**src/rtl/alu_mul_sequencer_pkg.sv**
```systemverilog
// Shared EXE-stage definitions: ALU command encodings and multiply-sequencer state encoding.
package alu_mul_sequencer_pkg;

  localparam int EXE_WIDTH = 32;
  localparam int EXE_CMD_W = 4;

  localparam logic [EXE_CMD_W-1:0] EXE_CMD_MOV = 4'b0001;
  localparam logic [EXE_CMD_W-1:0] EXE_CMD_MVN = 4'b1001;
  localparam logic [EXE_CMD_W-1:0] EXE_CMD_ADD = 4'b0010;
  localparam logic [EXE_CMD_W-1:0] EXE_CMD_ADC = 4'b0011;
  localparam logic [EXE_CMD_W-1:0] EXE_CMD_SUB = 4'b0100;
  localparam logic [EXE_CMD_W-1:0] EXE_CMD_SBC = 4'b0101;
  localparam logic [EXE_CMD_W-1:0] EXE_CMD_AND = 4'b0110;
  localparam logic [EXE_CMD_W-1:0] EXE_CMD_ORR = 4'b0111;
  localparam logic [EXE_CMD_W-1:0] EXE_CMD_EOR = 4'b1000;

  localparam logic [1:0] MUL_ST_IDLE = 2'd0;
  localparam logic [1:0] MUL_ST_ITER = 2'd1;
  localparam logic [1:0] MUL_ST_DONE = 2'd2;

endpackage

```
**src/rtl/alu_mul_sequencer.sv**
```systemverilog
// Iterative MUL/MLA controller: borrows the EXE-stage ALU for one shift-and-add
// step per cycle, stalls the pipeline meanwhile and reports N/Z on completion.
module alu_mul_sequencer
  import alu_mul_sequencer_pkg::*;
#(
  parameter int                 WIDTH   = EXE_WIDTH,
  parameter int                 CMD_W   = EXE_CMD_W,
  parameter logic [CMD_W-1:0]   CMD_ADD = EXE_CMD_ADD
) (
  input  logic             clk,
  input  logic             rst,
  input  logic             start,
  input  logic             acc_en,
  input  logic             set_flags,
  input  logic [WIDTH-1:0] op_a,
  input  logic [WIDTH-1:0] op_b,
  input  logic [WIDTH-1:0] acc,
  input  logic [WIDTH-1:0] exe_val1,
  input  logic [WIDTH-1:0] exe_val2,
  input  logic [CMD_W-1:0] exe_cmd,
  input  logic             exe_c,
  output logic [WIDTH-1:0] alu_val1,
  output logic [WIDTH-1:0] alu_val2,
  output logic [CMD_W-1:0] alu_cmd,
  output logic             alu_c,
  input  logic [WIDTH-1:0] alu_res,
  output logic             busy,
  output logic             done,
  output logic [WIDTH-1:0] result,
  output logic             flag_we,
  output logic             flag_n,
  output logic             flag_z
);

  logic [1:0]       state_q, state_d;
  logic [WIDTH-1:0] sum_q, sum_d;
  logic [WIDTH-1:0] mcand_q, mcand_d;
  logic [WIDTH-1:0] mplier_q, mplier_d;
  logic [WIDTH-1:0] result_q, result_d;
  logic             flag_n_q, flag_n_d;
  logic             flag_z_q, flag_z_d;
  logic [WIDTH-1:0] mplier_shr;

  assign mplier_shr = mplier_q >> 1;

  // Result and flags are captured on the transition into DONE so they come straight from flops.
  always_comb begin
    state_d  = state_q;
    sum_d    = sum_q;
    mcand_d  = mcand_q;
    mplier_d = mplier_q;
    result_d = result_q;
    flag_n_d = flag_n_q;
    flag_z_d = flag_z_q;
    case (state_q)
      MUL_ST_IDLE: begin
        if (start) begin
          sum_d    = acc_en ? acc : '0;
          mcand_d  = op_a;
          mplier_d = op_b;
          if (op_b == '0) begin
            state_d  = MUL_ST_DONE;
            result_d = sum_d;
            flag_n_d = sum_d[WIDTH-1];
            flag_z_d = (sum_d == '0);
          end else begin
            state_d = MUL_ST_ITER;
          end
        end
      end
      MUL_ST_ITER: begin
        sum_d    = alu_res;
        mcand_d  = mcand_q << 1;
        mplier_d = mplier_shr;
        if (mplier_shr == '0) begin
          state_d  = MUL_ST_DONE;
          result_d = alu_res;
          flag_n_d = alu_res[WIDTH-1];
          flag_z_d = (alu_res == '0);
        end
      end
      MUL_ST_DONE: state_d = MUL_ST_IDLE;
      default:     state_d = MUL_ST_IDLE;
    endcase
  end

  always_ff @(posedge clk) begin
    if (rst) begin
      state_q  <= MUL_ST_IDLE;
      sum_q    <= '0;
      mcand_q  <= '0;
      mplier_q <= '0;
      result_q <= '0;
      flag_n_q <= 1'b0;
      flag_z_q <= 1'b0;
    end else begin
      state_q  <= state_d;
      sum_q    <= sum_d;
      mcand_q  <= mcand_d;
      mplier_q <= mplier_d;
      result_q <= result_d;
      flag_n_q <= flag_n_d;
      flag_z_q <= flag_z_d;
    end
  end

  // The sequencer owns the ALU only while iterating; otherwise the normal EXE path drives it.
  always_comb begin
    alu_val1 = exe_val1;
    alu_val2 = exe_val2;
    alu_cmd  = exe_cmd;
    alu_c    = exe_c;
    if (state_q == MUL_ST_ITER) begin
      alu_val1 = sum_q;
      alu_val2 = mplier_q[0] ? mcand_q : '0;
      alu_cmd  = CMD_ADD;
      alu_c    = 1'b0;
    end
  end

  assign busy    = ((state_q == MUL_ST_IDLE) && start) || (state_q == MUL_ST_ITER);
  assign done    = (state_q == MUL_ST_DONE);
  assign flag_we = done && set_flags;
  assign result  = result_q;
  assign flag_n  = flag_n_q;
  assign flag_z  = flag_z_q;

endmodule

```
**config.mk**
```make
export PLATFORM = sky130hd
export DESIGN_NAME = alu_mul_sequencer
export DESIGN_NICKNAME = d
export VERILOG_FILES = /design/src/rtl/alu_mul_sequencer_pkg.sv /design/src/rtl/alu_mul_sequencer.sv
export SDC_FILE = /design/constraint.sdc
export NUM_CORES = 1
export LEC_CHECK = 0
export CAP_MARGIN = 20
export CELL_PAD_IN_SITES_DETAIL_PLACEMENT = 0
export CELL_PAD_IN_SITES_GLOBAL_PLACEMENT = 2
export CORE_AREA = 2 2 180 182
export DETAILED_ROUTE_END_ITERATION = 12
export DIE_AREA = 0 0 182 184
export HOLD_SLACK_MARGIN = 0.03
export PLACE_DENSITY = 0.81
export SETUP_SLACK_MARGIN = 0.15
export SLEW_MARGIN = 5
export SYNTH_ARGS = -nofsm -noshare
export SYNTH_HDL_FRONTEND = slang
export SYNTH_SLANG_ARGS = --single-unit
```
**constraint.sdc**
```tcl
create_clock -name clk -period 1.9 [get_ports clk]
set_input_delay 0.38 -clock clk [delete_from_list [all_inputs] [get_ports clk]]
set_output_delay 0.38 -clock clk [all_outputs]
set_load 0.05 [all_outputs]
```
==> run_results.csv <==
group,metric,value,unit
worst_setup_path,end_kind,"output pin",
synthesis,synth-compound-area-share,0.211,
power,power.density,687,nW/µm²
floorplanning,die_w,182,µm
synthesis,synth_top_family_by_area,"simple AND/OR/NAND/NOR gates",
route,final_antenna_net_count,0,
synthesis,synthFlopType,"dfxtp_1",
floorplanning,die_y,184,µm
synthesis,synth_fa_ha_area_frac,0,
grt,grt_start_max_net_pins,62,
synthesis,synth_commonest_cells,"nand2_1 (256), dfxtp_1 (131), a21oi_1 (67)",
synthesis,muxShareOfSynthArea,0,
timing,setup_viol_count_final,95,
power,leakage,5.79,nW
route,via_count,8041,
grt,grt_pass1_vias,7784,
hold_path,hp-class,"input pin to flip-flop",
job,drv_cap,0,
synthesis,syn-instance-count,889,
clocking,root_buffer,"clkbuf_16",
route,wl_per_cell,18.9,µm
run_status,status,"finished, violations left",
timing,hold_slack,0.310,ns
finish,layout.nets,1485,
worst_setup_path,required,1.52,ns
timing,finalHoldViolations,0,
worst_setup_path,crit_arrival,1.67,ns
timing,tightest_slew,0.463,ns
clocking,cts_made_buffers,17,
worst_setup_path,cp-start-kind,"flip-flop",
timing,finalCritPeriodShare,1.08,
synthesis,synth_edf_count,0,
placement,gp_congestion,0.802,
floorplanning,start_util,0.208,
route,routed_wl,32.2,mm
synthesis,synth.distinct_cells,28,
timing,rsz0062_at_grt,"true",
grt,grt_pass1_wl,45.5,mm
synthesis,yosysMostFrequentCell,"nand2_1",
clocking,cts_num_sinks,131,
floorplanning,ios,308,
timing,maxSlewHeadroom,0.691,
synthesis,avgSynthCellArea,7.34,µm²
floorplanning,core_area,31400,µm²
synthesis,synthesis.nets,1091,
synthesis,seq_area_frac_synth,0.402,
floorplanning,dieArea,33500,µm²
synthesis,yosys.area.top_type,"dfxtp_1",
clocking,h-tree-depth,4,
synthesis,synthSimpleGateAreaFrac,0.322,
run_status,violations,"negative setup slack",
clocking,cts_tree,"built",
grt,grt_util_all_layers,0.175,
synthesis,yosys_warnings,0,
placement,io_buffers,307,
synthesis,synthArstFlopShare,0,
synthesis,synth_seq_cells,131,
route,dr.pass1.iters,4,
route,drc,0,
timing,fmax,488,MHz
route,first_iter_violations,407,
grt,antenna_found_initial,0,
synthesis,netlist_area,6520,µm²
floorplanning,row_count,65,
clocking,cts_buffer_depth,2,
synthesis,yosys-top-cells-area,"dfxtp_1 (40%), nand2_1 (15%), a211oi_1 (6.7%), a21oi_1 (5.1%), a311oi_1 (4.2%)",
finish,synthToLayoutAreaGrowth,119,%
timing,min_period,2.05,ns
timing,fin_ws,-0.149,ns
clocking,clk_pin_slew,0.07,ns
route,via_per_inst,4.73,
worst_setup_path,cp_max_fo,8,
placement,hpwlAfterDp,20.1,mm
synthesis,synthXorXnorAreaFrac,0,
grt,grt-ovfl-total,0,
placement,place_ws,-0.574,ns
worst_setup_path,crit_type,"flip-flop to output pin",
clocking,cts_hold_buf,0,
timing,fin_skew,0.0136,ns
finish,drive_above_1_share,0.403,
power,ir_worst_vdd,0.000513,V
timing,finalMaxSlewViolations,0,
clocking,clock_latency,0.42,ns
synthesis,netlist.area_leader.share,0.402,
==> kinds of logic (layout without fill, tap and decap cells) <==
logic type	after synthesis	count (layout)
AO/OA/AOI/OAI	197	197
buffers and inverters	86	493
flip-flops	131	131
other	0	1
AND/OR/NAND/NOR	475	475
==> final timing paths <==
path,start,end,slack [ns],cells past startpoint
worst min-delay path,rst,mplier_q[16],0.31,2
worst max register to register,mplier_q[11],result[3],-0.07,9
worst min register to register,mcand_q[31],mcand_q[31],0.47,2
worst max-delay path,state_q[1],alu_val2[16],-0.15,6
==> metrics by stage <==
step	instance area (µm²)	power [mW]	util	std cells	TNS, ns
3_5_place_dp	11500	6.05	0.368	1587	-18.84
6_report	14300	9.83	0.456	1699	-8.22
2_1_floorplan	6980	4.51	-	889	0
4_1_cts	13400	9.55	0.425	1666	-10.38
3_3_place_gp	11500	6.04	0.368	1587	-18.65
5_1_grt	14300	10.2	0.456	1698	-18.96
==> layout by cell type (no fill, tap or decap), drive strengths merged <==
cell,n
a211oi,65
a21oi,67
a22oi,31
a311oi,31
and2,6
and3,32
buf,245
bufbuf,4
bufinv,1
clkbuf,30
clkdlybuf4s50,176
clkinv,5
clkinvlp,3
dfxtp,131
diode,1
dlygate4sd2,20
dlymetal6s2s,4
inv,5
nand2,256
nand2b,2
nand3,35
nand4,7
nor2,65
nor2b,3
nor3,36
nor4,31
o21ai,3
or2,1
or4,1
==> where the power goes <==
group / switching (mW) / internal [mW] / leakage (nW)
Clock: 1.38 / 1.82 / 0.265
Sequential: 0.148 / 2.94 / 1.08
Combinational: 1.73 / 1.81 / 4.45
==> final cells by class <==
class	count	area, µm²
multi-input cells	672	4730
diodes	1	2.50
flip-flops and latches	131	2630
well taps	402	503
clock buffers	19	433
repair buffers	460	5880
clock inverters	13	128
inverters	1	6.26
fillers	3012	17100
==> routing by layer <==
layer	up-vias	part of all wire	track usage
met5	-	0	0
met4	0	0.017	0.0490
met3	25	0.046	0.0374
met2	201	0.49	0.290
met1	3844	0.45	0.230
li1	3971	-	-
==> sequential cells by signal (all words and copies together), names as in the netlist <==
signal    flops
flag_n        1
flag_z        1
mcand_q      32
mplier_q     32
result       31
state_q       2
sum_q        32
==> critical path, cell delays in order, from the launching register on <==
cell     delay, ns
dfxtp_4       0.36
nor2b_4       0.22
buf_12        0.20
buf_12        0.15
nand3_2       0.11
nand2_4       0.09
buf_12        0.13
==> repair_timing <==
item	in CTS	in global routing
buffers inserted	28	19
resized for setup	140	110
pin swaps	77	45
gates cloned	19	13
setup endpoints to repair	105	140
Power figures use the tool's default switching activity.
